### config.mk
export PLATFORM = sky130hd
export DESIGN_NAME = matrix_tx_scheduler
export DESIGN_NICKNAME = d
export VERILOG_FILES = /design/src/rtl/matrix_tx_scheduler.sv
export SDC_FILE = /design/constraint.sdc
export NUM_CORES = 1
export LEC_CHECK = 0
export ABC_AREA = 1
export BUFFER_PORTS_ARGS = -buffer_cell sky130_fd_sc_hd__buf_2
export CAP_MARGIN = 20
export CORE_UTILIZATION = 41
export CTS_CLUSTER_DIAMETER = 30
export DETAILED_ROUTE_END_ITERATION = 7
export SYNTH_ARGS = -nofsm -noshare
export SYNTH_HDL_FRONTEND = slang
export SYNTH_SLANG_ARGS = --single-unit
export TNS_END_PERCENT = 20
### constraint.sdc
create_clock -name clk -period 1.6 [get_ports clk]
set_input_delay 0.24 -clock clk [delete_from_list [all_inputs] [get_ports clk]]
set_output_delay 0.24 -clock clk [all_outputs]
set_load 0.005 [all_outputs]
### src/rtl/matrix_tx_scheduler.sv
// matrix_tx_scheduler: round-robin row-major dump of NREQ matrix memories through one shared UART transmitter
module matrix_tx_scheduler #(
  parameter int NREQ = 3,
  parameter int ROWS = 2,
  parameter int COLS = 2,
  parameter int ADDR_W = 6,
  parameter int DATA_W = 8,
  parameter int RD_LAT = 1
) (
  input  logic                   clk,
  input  logic                   rst,
  input  logic [NREQ-1:0]        req,
  output logic [NREQ-1:0]        done,
  output logic [NREQ-1:0]        grant,
  output logic [NREQ-1:0]        mem_rd,
  output logic [ADDR_W-1:0]      mem_addr,
  input  logic [NREQ*DATA_W-1:0] mem_data,
  output logic                   tx_start,
  output logic [DATA_W-1:0]      tx_byte,
  input  logic                   tx_busy,
  output logic                   busy
);
  localparam int NEL = ROWS * COLS;
  localparam int PW = $clog2(NREQ);
  if (NEL > 2 ** ADDR_W) begin : g_size_check
    $error("ROWS*COLS does not fit in ADDR_W address bits");
  end
  typedef enum logic [3:0] {IDLE, ARB, READ, WAIT_DATA, START, WAIT_HI, WAIT_LO, NEXT, FIN} state_t;
  state_t state;
  logic [NREQ-1:0] pending;
  logic [PW-1:0] ptr, gidx, win;
  logic found;
  logic [ADDR_W-1:0] elem_cnt;
  logic [15:0] wd;
  logic lat;
  logic [1:0] bsync;
  // tx_busy comes from the slow baud domain, so bring it in through two flops
  always_ff @(posedge clk or posedge rst)
    if (rst) bsync <= '0;
    else bsync <= {bsync[0], tx_busy};
  // remember requests until their dump completes; a request during the done cycle queues another dump
  always_ff @(posedge clk or posedge rst)
    if (rst) pending <= '0;
    else pending <= (pending & ~done) | req;
  // first pending requester at or after the round-robin pointer
  always_comb begin
    win = '0;
    found = 1'b0;
    for (int k = NREQ - 1; k >= 0; k--)
      if (pending[(int'(ptr) + k) % NREQ]) begin
        win = PW'((int'(ptr) + k) % NREQ);
        found = 1'b1;
      end
  end
  // dump sequencer: read one element, hand it to the transmitter, repeat until the matrix is sent
  always_ff @(posedge clk or posedge rst)
    if (rst) begin
      state <= IDLE;
      ptr <= '0;
      gidx <= '0;
      elem_cnt <= '0;
      wd <= '0;
      lat <= 1'b0;
      grant <= '0;
      done <= '0;
      mem_rd <= '0;
      mem_addr <= '0;
      tx_start <= 1'b0;
      tx_byte <= '0;
      busy <= 1'b0;
    end else begin
      case (state)
        IDLE:
          if (|pending) begin
            state <= ARB;
            busy <= 1'b1;
          end
        ARB:
          if (found) begin
            state <= READ;
            gidx <= win;
            grant <= NREQ'(1) << win;
            mem_rd <= NREQ'(1) << win;
            mem_addr <= elem_cnt;
            ptr <= (win == PW'(NREQ - 1)) ? '0 : win + 1'b1;
          end else begin
            state <= IDLE;
            busy <= 1'b0;
          end
        READ: begin
          state <= WAIT_DATA;
          mem_rd <= '0;
          lat <= 1'b0;
        end
        WAIT_DATA:
          if (int'(lat) == RD_LAT - 1) begin
            state <= START;
            tx_byte <= mem_data[int'(gidx)*DATA_W +: DATA_W];
            tx_start <= 1'b1;
            wd <= '0;
          end else lat <= 1'b1;
        START:
          if (bsync[1] || &wd) begin
            state <= bsync[1] ? WAIT_HI : NEXT;
            tx_start <= 1'b0;
          end else wd <= wd + 1'b1;
        WAIT_HI: if (!bsync[1]) state <= WAIT_LO;
        WAIT_LO: state <= NEXT;
        NEXT: begin
          elem_cnt <= elem_cnt + 1'b1;
          if (elem_cnt == ADDR_W'(NEL - 1)) begin
            state <= FIN;
            done <= grant;
          end else begin
            state <= READ;
            mem_rd <= grant;
            mem_addr <= elem_cnt + 1'b1;
          end
        end
        FIN: begin
          state <= ARB;
          done <= '0;
          grant <= '0;
          elem_cnt <= '0;
        end
        default: state <= IDLE;
      endcase
    end
endmodule

==> results.ini, run 1 <==
[floorplan]
core_um2=7848
io_pins=55
die-area_um2=8591
num_rows=32
die_h_um=92.69
die_x_um=92.69
initial_core_util_pct=42.97

[yosys]
ys_seq_area_share_pct=45.27
synth_top_area_share_pct=45.27
synth_cell_types=37
synth_ff_type=dfrtp_1
synth-seq-cells=61
synth.most_common_cell=nand2_1
synth.avg_cell_area_um2=7.915
syn_inst=426
synth_top_cells_by_count=nand2_1, dfrtp_1, nor2_1
syn-cell-area_um2=3372
syn_nets=462
synth_area_leaders=dfrtp_1, nand2_1, nor2_1
synth_top_area_cell=dfrtp_1
async_flop_share_pct=100.0
synth-edff-count=0
yosysWarnings=0

[sta]
max_slew.worst_pin.slew_ns=0.3953
period_share_pct=108.6
finClkSkew_ns=0.01107
slew_violations=0
fin_worst_hold_slack_ns=0.09348
fmax_ghz=0.5754
rsz0062_at_grt=yes
finalSetupViolations=36
slew_headroom_pct=73.58
hold_viol_final=0
final.setup.worst_slack_ns=-0.1381
period_minus_slack_ns=1.738

[global_route]
gr-usage-met2_pct=31.79
grt_overflow=0
antenna_found_initial=0
use_met1_pct=27.70
first_global_vias=3022
grt_pass1_wl_um=13710
grtUsageMet3_pct=3.284
top_usage_layer=met2
grt_max_degree=62
grt_use_total_pct=20.05

[status]
violations=setup timing
status=complete, but fails checks

[cts]
clk_latency_ns=0.34
cts-htree-levels=3
clockRootBuffer=clkbuf_8
cts_tree=done
clk_pin_slew_ns=0.07
cts_num_sinks=61
numCtsBuffers=9
max-clock-path-buffers=2

[routing]
ant_nets=0
drc=0
dr.first_iter.drc_count=111
drt-total-wl_um=7973
firstDrtPassIters=4
wl_per_cell_um=12.40
viasPerCell=4.827
num_vias=3104

[worst_setup_path]
startpoint_type=flip-flop
worstPathRequired_ns=1.86
crit_type=flip-flop to flip-flop
arrival_ns=2.00
worstSetupEndpointType=flip-flop
critPathMaxFanout=4

[place]
io_buffers=54
placed_cells=618
place.gp.congestion=0.8736
dp_hpwl_um=5729

[pwr]
p_leak_nw=2.290
irDropWorstVdd_mv=0.6050
powerDensity_nw_per_um2=1716

[cells_and_area]
layout.nets=572
fillers=727
area_growth_syn_to_layout_pct=35.77
drive_gt1_share_pct=36.23
num_antenna_cells=0
instances_no_fill=643
fin_util_pct=58.34
multi_input_area_um2=1812
ff_latch_area_um2=1529

[job]
cap_violations=0

[hold_path]
hold_class=primary input to flip-flop

## layer usage
layer  vias to the layer above  wire [um]
met5                         -          0
met4                         0        136
met3                        16        255
met2                        62       3647
met1                      1434       3933
li1                       1592          -
## layout make-up
type,count,area share [%]
Multi-Input combinational cell,311,39.57
Sequential cell,61,33.40
Inverter,50,4.236
Clock buffer,11,3.088
Tap cell,102,2.788
Timing Repair Buffer,103,15.09
Clock inverter,5,1.831
## flip-flops by register name, summed over array words and instances, names as in the netlist, 3 cells and up
name      flops
state         4
done          3
mem_rd        3
wd           16
grant         3
elem_cnt      6
tx_byte       8
mem_addr      6
pending       3
## cell usage in the layout (no fill, tap or decap), types with 3 or more instances in the layout
| cell | Yosys | final |
|---|---|---|
| nor2_4 | 4 | 5 |
| nor2_1 | 52 | 47 |
| xnor2_1 | 3 | 3 |
| o21bai_1 | 3 | 3 |
| nor2_2 | 1 | 5 |
| a2bb2oi_1 | 8 | 8 |
| inv_1 | 46 | 38 |
| clkbuf_8 | 0 | 10 |
| buf_6 | 0 | 6 |
| or2_2 | 3 | 3 |
| buf_4 | 1 | 39 |
| clkinvlp_4 | 0 | 3 |
| xor2_1 | 10 | 10 |
| o21ai_0 | 26 | 21 |
| nand2_2 | 9 | 23 |
| a21oi_1 | 12 | 12 |
| nand2_1 | 112 | 93 |
| nand4_1 | 6 | 6 |
| inv_2 | 3 | 9 |
| o21ai_2 | 5 | 8 |
| nor3_1 | 5 | 4 |
| nand3_2 | 2 | 5 |
| buf_2 | 0 | 54 |
| nand3_1 | 25 | 20 |
| o21ai_1 | 6 | 8 |
| nand2_4 | 2 | 7 |
| dfrtp_1 | 61 | 59 |
## per-stage QoR
stage / power [mW] / setup WS [ns] / TNS (ns) / cell area, um2
2_1_floorplan: 4.465 / -0.01352 / -0.01811 / 3407
3_3_place_gp: 5.586 / -0.1448 / -1.618 / 4084
3_5_place_dp: 5.695 / -0.2435 / -3.626 / 4084
4_1_cts: 7.636 / -0.1154 / -1.809 / 4444
5_1_grt: 8.466 / -0.2594 / -7.257 / 4578
6_report: 7.854 / -0.1381 / -2.650 / 4578
## report_power, final
part           switching [mW]  internal [mW]  leakage, nW
clock                   0.612          0.923        0.106
combinational            2.21           1.79         1.41
sequential              0.360           1.96        0.771
## cells by family after synthesis
kind of cell	share of synthesized area (%)
AND/OR/NAND/NOR	30.28
AO/OA/AOI/OAI	11.80
adder cells (fa/ha/maj)	2.226
buffers and inverters	7.050
XOR/XNOR	3.377
flip-flops	45.27
## timing repair
action,in CTS,in global routing
hold buffers,1,1
setup buffers,5,1
gates cloned,0,1
resized for setup,32,30
setup endpoints to repair,34,51
pin swaps,12,16
endpoints found under the hold margin,38,1
## worst paths after layout
check	slack [ns]	startpoint	end	depth (start not counted)
min in group asynchronous	0.52	rst	tx_byte[3]	4
worst max register to register	-0.14	ptr[0]	mem_rd[0]	13
worst max-delay path	-0.14	ptr[0]	mem_rd[0]	13
max in group asynchronous	0.78	rst	state[3]	4
worst min register to register	0.36	bsync[0]	bsync[1]	0
worst min-delay path	0.09	req[0]	pending[0]	2
## critical path, cell delays in order (launching register included)
cell and delay, ns:
dfrtp_1 0.41, inv_2 0.09, ha_4 0.30, inv_4 0.05, nand2_4 0.06, nand3_4 0.07, buf_6 0.13, nand2_2 0.05
nand2_2 0.06, nand2_2 0.09, nand2_1 0.06, nor2_1 0.11, nor2_1 0.05, nor2_1 0.13
(Power assumes the default switching activity.)
==> run 2: changes to the inputs <==
--- a/config.mk
+++ b/config.mk
@@ -9,6 +9,7 @@
 export BUFFER_PORTS_ARGS = -buffer_cell sky130_fd_sc_hd__buf_2
 export CAP_MARGIN = 20
 export CORE_UTILIZATION = 41
+export CTS_BUF_LIST = sky130_fd_sc_hd__clkbuf_4
 export CTS_CLUSTER_DIAMETER = 30
 export DETAILED_ROUTE_END_ITERATION = 7
 export SYNTH_ARGS = -nofsm -noshare
==> run 2 against run 1 <==
Compared with the run above: the run still ends with setup timing left; count of clock-buffer cells in the layout shrank 1; utilization shrank 0.89 points; via count is essentially flat; clock power shrank 20%; sequential power is essentially flat; final cell count is the same; sequential share of layout area grew 0.55 points; total power shrank 4.2%; critical path depth is the same; wire length shrank 0.11%; non-clock buffer count is the same; largest power group unchanged.
==> results.ini, run 2 (synthesis results as in run 1) <==
[place]
place_ws_ns=-0.2435
place.gp.congestion=0.8736
placed_cells=618
dp_hpwl_um=5729
dpl_cell_area_um2=4084
io_buffers=54

[pwr]
clkPwrFrac_pct=16.2
powerDensity_nw_per_um2=1669
intPower_mw=4.387
irDropWorstVdd_mv=0.5508
pwr-share-comb_pct=52.9
p_seq_share_pct=30.9
p_sw_mw=3.138
swShare_pct=41.70
p_leak_nw=2.259
total_power_mw=7.525

[routing]
dr.first_iter.drc_count=116
viasPerCell=4.832
num_vias=3107
drc=0
wl_per_cell_um=12.39
wl_met1_um=3848
wl_met2_um=3672
highest_layer=met4
ant_nets=0
drt-total-wl_um=7964
wl_met3_um=340
firstDrtPassIters=4

[cts]
clk_latency_ns=0.40
numCtsBuffers=9
cts_num_sinks=61
clk_pin_slew_ns=0.11
clockRootBuffer=clkbuf_4
cts_tree=done
max-clock-path-buffers=2
cts-htree-levels=3

[global_route]
first_global_vias=3028
grt_max_degree=62
grt_pass1_wl_um=13620
antenna_found_initial=0
grt_overflow=0
grt_use_total_pct=19.93

[sta]
fmax_ghz=0.5643
hold_viol_final=0
rsz0062_at_grt=yes
slew_violations=0
period_share_pct=110.7
final.setup.worst_slack_ns=-0.1720
finClkSkew_ns=0.01835
slew_headroom_pct=73.57
period_minus_slack_ns=1.772
finalSetupViolations=36
max_slew.worst_pin.slew_ns=0.3955

[status]
violations=setup timing
status=complete, but fails checks

[cells_and_area]
drive_gt1_share_pct=37.34
num_antenna_cells=0
final_common_cell=nand2_1
largest_register=wd
top_regs=wd: 16 flops, tx_byte: 8 flops
instances_no_fill=643
layout.nets=572
area_growth_syn_to_layout_pct=33.69
fillers=748
fin_area_um2=4508
final_cell_mix=nand2_1, dfrtp_1, buf_2, nor2_1, buf_4
largest_reg_flops=16

[hold_path]
hold_class=primary input to flip-flop
hold_depth=2

[worst_setup_path]
worstSetupEndpointType=flip-flop
critPathSlowestCell=dfrtp_1
crit_type=flip-flop to flip-flop
crit_path_frequent_cell=nand2_2
arrival_ns=2.10
worstPathRequired_ns=1.92
crit_chain=inv_2 -> ha_4 -> inv_4 -> nand2_2 -> nand3_2 -> buf_6 -> nand2_2 -> nand2_2 -> nand2_2 -> nand2_1 -> nor2_1 -> nor2_1 -> nor2_1
critPathMaxFanout=4
slowest_delay_ns=0.44
r2r_cells=13
startpoint_type=flip-flop

[floorplan]
die_x_um=92.69
num_rows=32
die-area_um2=8591
io_pins=55
core_um2=7848
die_h_um=92.69
initial_core_util_pct=42.97

[job]
cap_violations=0

-- run 2: cell types whose count changed in the layout (fill, tap and decap cells not counted), sizes merged --
cell	previous run	this run
clkbuf	11	10
clkinv	2	3
-- run 2: area by class of cell --
type | count | area, um2 | area share [%]
repair buffers | 103 | 694.4 | 15.40
well taps | 102 | 127.6 | 2.831
clock inverters | 6 | 87.58 | 1.943
flip-flops and latches | 61 | 1530 | 33.94
clock buffers | 10 | 75.07 | 1.665
inverters | 50 | 193.9 | 4.302
multi-input cells | 311 | 1799 | 39.91
-- run 2: layer usage --
metal,track usage [%],up-vias
met3,3.038,10
li1,-,1593
met4,8.077,0
met5,0,-
met2,31.85,76
met1,27.07,1428
-- run 2: through the flow --
| stage | hold WS [ns] | setup TNS, ns | util [%] |
|---|---|---|---|
| global placement | 0.3476 | -1.618 | 52.04 |
| detailed placement | 0.3434 | -3.626 | 52.04 |
| finish | 0.02629 | -3.336 | 57.45 |
| CTS | 0.005182 | -1.913 | 56.04 |
| floorplan | 0.2714 | -0.01811 | - |
| global route | 0.01729 | -7.394 | 57.45 |
-- run 2: path summary, 6_finish.rpt --
check,from,end,slack (ns)
max in group asynchronous,rst,ptr[1],0.85
worst max-delay path,ptr[0],mem_rd[0],-0.17
worst min register to register,bsync[0],bsync[1],0.37
worst max register to register,ptr[0],mem_rd[0],-0.17
min in group asynchronous,rst,tx_byte[3],0.45
worst min-delay path,req[0],pending[0],0.03
-- run 2: worst max-delay path, delay by kind of cell (launching register included) --
| family | cells | cell delay (ns) |
|---|---|---|
| adder cells (fa/ha/maj) | 1 | 0.30 |
| flip-flops | 1 | 0.44 |
| buffers and inverters | 3 | 0.27 |
| AND/OR/NAND/NOR | 9 | 0.70 |
-- run 2: what timing repair did --
item,CTS,global route
gates cloned,0,1
buffers inserted,5,1
endpoints found under the setup margin,35,51
hold endpoints to repair,62,0
gates resized for setup,34,33
hold buffers,2,0
pin swaps,15,11
-- run 2: power by group through the flow --
stage	Sequential [mW]	Clock [mW]	Combinational, mW
6_report	2.33	1.22	3.98
5_1_grt	2.39	1.32	4.42
4_1_cts	2.31	1.26	3.78
3_5_place_dp	2.33	0	3.37
3_3_place_gp	2.31	0	3.27
2_1_floorplan	2.27	0	2.20
==> run 3: changes to the inputs <==
--- a/config.mk
+++ b/config.mk
@@ -6,7 +6,7 @@
 export NUM_CORES = 1
 export LEC_CHECK = 0
 export ABC_AREA = 1
-export BUFFER_PORTS_ARGS = -buffer_cell sky130_fd_sc_hd__buf_2
+export BUFFER_PORTS_ARGS = -buffer_cell sky130_fd_sc_hd__buf_4
 export CAP_MARGIN = 20
 export CORE_UTILIZATION = 41
 export CTS_BUF_LIST = sky130_fd_sc_hd__clkbuf_4
==> constraint.sdc (replaced) <==
create_clock -name clk -period 1.7 [get_ports clk]
set_input_delay 0.255 -clock clk [delete_from_list [all_inputs] [get_ports clk]]
set_output_delay 0.255 -clock clk [all_outputs]
set_load 0.005 [all_outputs]
==> run 3 against run 2 <==
Compared with the run above: worst hold slack improved by 0.0076 ns; largest cell class unchanged; final cell count shrank 2.3%; clock power is 9% higher; clock skew grew 0.0040 ns; the run still ends with setup timing left; critical path depth decreased by 5; worst setup slack better by 0.16 ns; register-to-register slack improved by 0.16 ns; highest routed layer unchanged; utilization shrank 0.29 points.
==> results.ini, run 3 (synthesis results as in run 1) <==
[global_route]
grt_max_degree=62
grt_overflow=0
use_met1_pct=26.20
gr-usage-met2_pct=31.85
grt_use_total_pct=19.50
grtUsageMet3_pct=3.120
first_global_vias=2981
top_usage_layer=met2
grt_pass1_wl_um=13360
antenna_found_initial=0

[status]
violations=setup timing
status=complete, but fails checks

[place]
io_buffers=54
dp_hpwl_um=5580
place.gp.congestion=0.8447

[routing]
firstDrtPassIters=4
num_vias=3067
wl_per_cell_um=12.55
dr.first_iter.drc_count=122
drc=0
viasPerCell=4.884
ant_nets=0
drt-total-wl_um=7884

[pwr]
powerDensity_nw_per_um2=1602
irDropWorstVdd_mv=0.7330
clkPwrFrac_pct=18.5
swShare_pct=39.60
p_leak_nw=2.243
pwr-share-comb_pct=50.9
p_seq_share_pct=30.6
intPower_mw=4.340
p_sw_mw=2.846

[worst_setup_path]
critPathMaxFanout=6
rrSetupSlack_ns=-0.009
r2r-end=gidx[0]
startpoint_type=flip-flop
critPathSlowestCell=dfrtp_1
startpoint=ptr[1]
crit_chain=ha_4 -> inv_4 -> buf_6 -> o211ai_1 -> nand2_2 -> a21oi_4 -> buf_4 -> o21ai_0
arrival_ns=1.98
worstSetupEndpointType=flip-flop
rr_startpoint=ptr[1]
slowest_delay_ns=0.44
worstPathRequired_ns=1.97
crit_type=flip-flop to flip-flop
r2r_cells=8

[hold_path]
hold_class=primary input to flip-flop
min_from=req[0]
hold_depth=2
worstHoldEndpoint=pending[0]

[cts]
clk_pin_slew_ns=0.12
clk_latency_ns=0.40
numCtsBuffers=9
cts-htree-levels=3
cts_tree=done
clockRootBuffer=clkbuf_4
max-clock-path-buffers=2
cts_num_sinks=61

[cells_and_area]
final_cell_mix=nand2_1, buf_4, dfrtp_1, nor2_1, inv_1
top_regs=wd: 16 flops, tx_byte: 8 flops
num_antenna_cells=0
largest_register=wd
drive_gt1_share_pct=30.99
largest_reg_flops=16
area_growth_syn_to_layout_pct=33.02
final_common_cell=nand2_1
layout.nets=557

[sta]
max_slew.worst_pin.slew_ns=0.4159
tns_ns=-0.02493
final.setup.worst_slack_ns=-0.009391
finClkSkew_ns=0.02235
period_share_pct=100.6
slew_violations=0
hold_viol_final=0
finalSetupViolations=3
period_minus_slack_ns=1.709
rsz0062_at_grt=yes
slew_headroom_pct=72.02
fmax_ghz=0.5850
fin_worst_hold_slack_ns=0.03389

[floorplan]
initial_core_util_pct=42.97
die-area_um2=8591
core_um2=7848
die_h_um=92.69
io_pins=55
die_x_um=92.69
num_rows=32

[job]
cap_violations=0

run 3: cell count changes in the layout (fill, tap and decap cells not counted), sizes merged:
cell	before	now
buf	101	87
clkinvlp	3	2
nand2	125	124
bufinv	2	3
run 3: what timing repair did:
item,CTS,global route
hold endpoints to repair,62,0
gates resized for setup,25,15
pin swaps,7,10
hold buffers,2,0
endpoints found under the setup margin,18,42
setup buffers,2,3
run 3: worst max-delay path, delay by kind of cell, from the launching register on:
family	cells	cell delay [ns]
AO/OA/AOI/OAI	3	0.41
AND/OR/NAND/NOR	1	0.12
adder cells (fa/ha/maj)	1	0.31
flip-flops	1	0.44
buffers and inverters	3	0.30
run 3: how the worst max path moves through the flow:
| stage | endpoint | slack (ns) | depth (start not counted) |
|---|---|---|---|
| 5_1_grt | grant[0] | -0.13 | 8 |
| 4_1_cts | mem_rd[0] | -0.003 | 12 |
| 6_report | gidx[0] | -0.009 | 8 |
| 3_5_place_dp | mem_rd[0] | -0.18 | 13 |
| 2_1_floorplan | mem_addr[0] | -0.07 | 11 |
| 3_3_place_gp | mem_rd[0] | -0.13 | 13 |
run 3: power by group through the flow:
stage	Sequential, mW	Clock, mW	Combinational [mW]
after global placement	2.20	0	3.17
after global routing	2.25	1.43	4.08
after floorplan	2.13	0	1.99
after detailed placement	2.20	0	3.22
after CTS	2.18	1.35	3.50
final	2.20	1.33	3.66
run 3: cell type report:
cell class	instances	area [um2]
Fill cell	718	3362
Inverter	50	193.9
Clock buffer	10	75.07
Clock inverter	6	111.4
Multi-Input combinational cell	310	1720
Tap cell	102	127.6
Timing Repair Buffer	89	729.5
Sequential cell	61	1528
run 3: metrics by stage:
step | instance area (um2) | instances | worst slack, ns | total power, mW | util (%)
finish | 4486 | 628 | -0.009391 | 7.186 | 57.16
global route | 4486 | 628 | -0.1271 | 7.764 | 57.16
CTS | 4417 | 625 | -0.003180 | 7.033 | 56.28
detailed placement | 4106 | 605 | -0.1797 | 5.415 | 52.33
global placement | 4106 | 605 | -0.1299 | 5.365 | 52.33
floorplan | 3376 | 426 | -0.06607 | 4.117 | -
run 3: layer usage:
metal	part of all wire [%]	wire [um]
met5	0	0
met4	0.68	54
met3	3.9	308
met2	47	3709
met1	48	3811
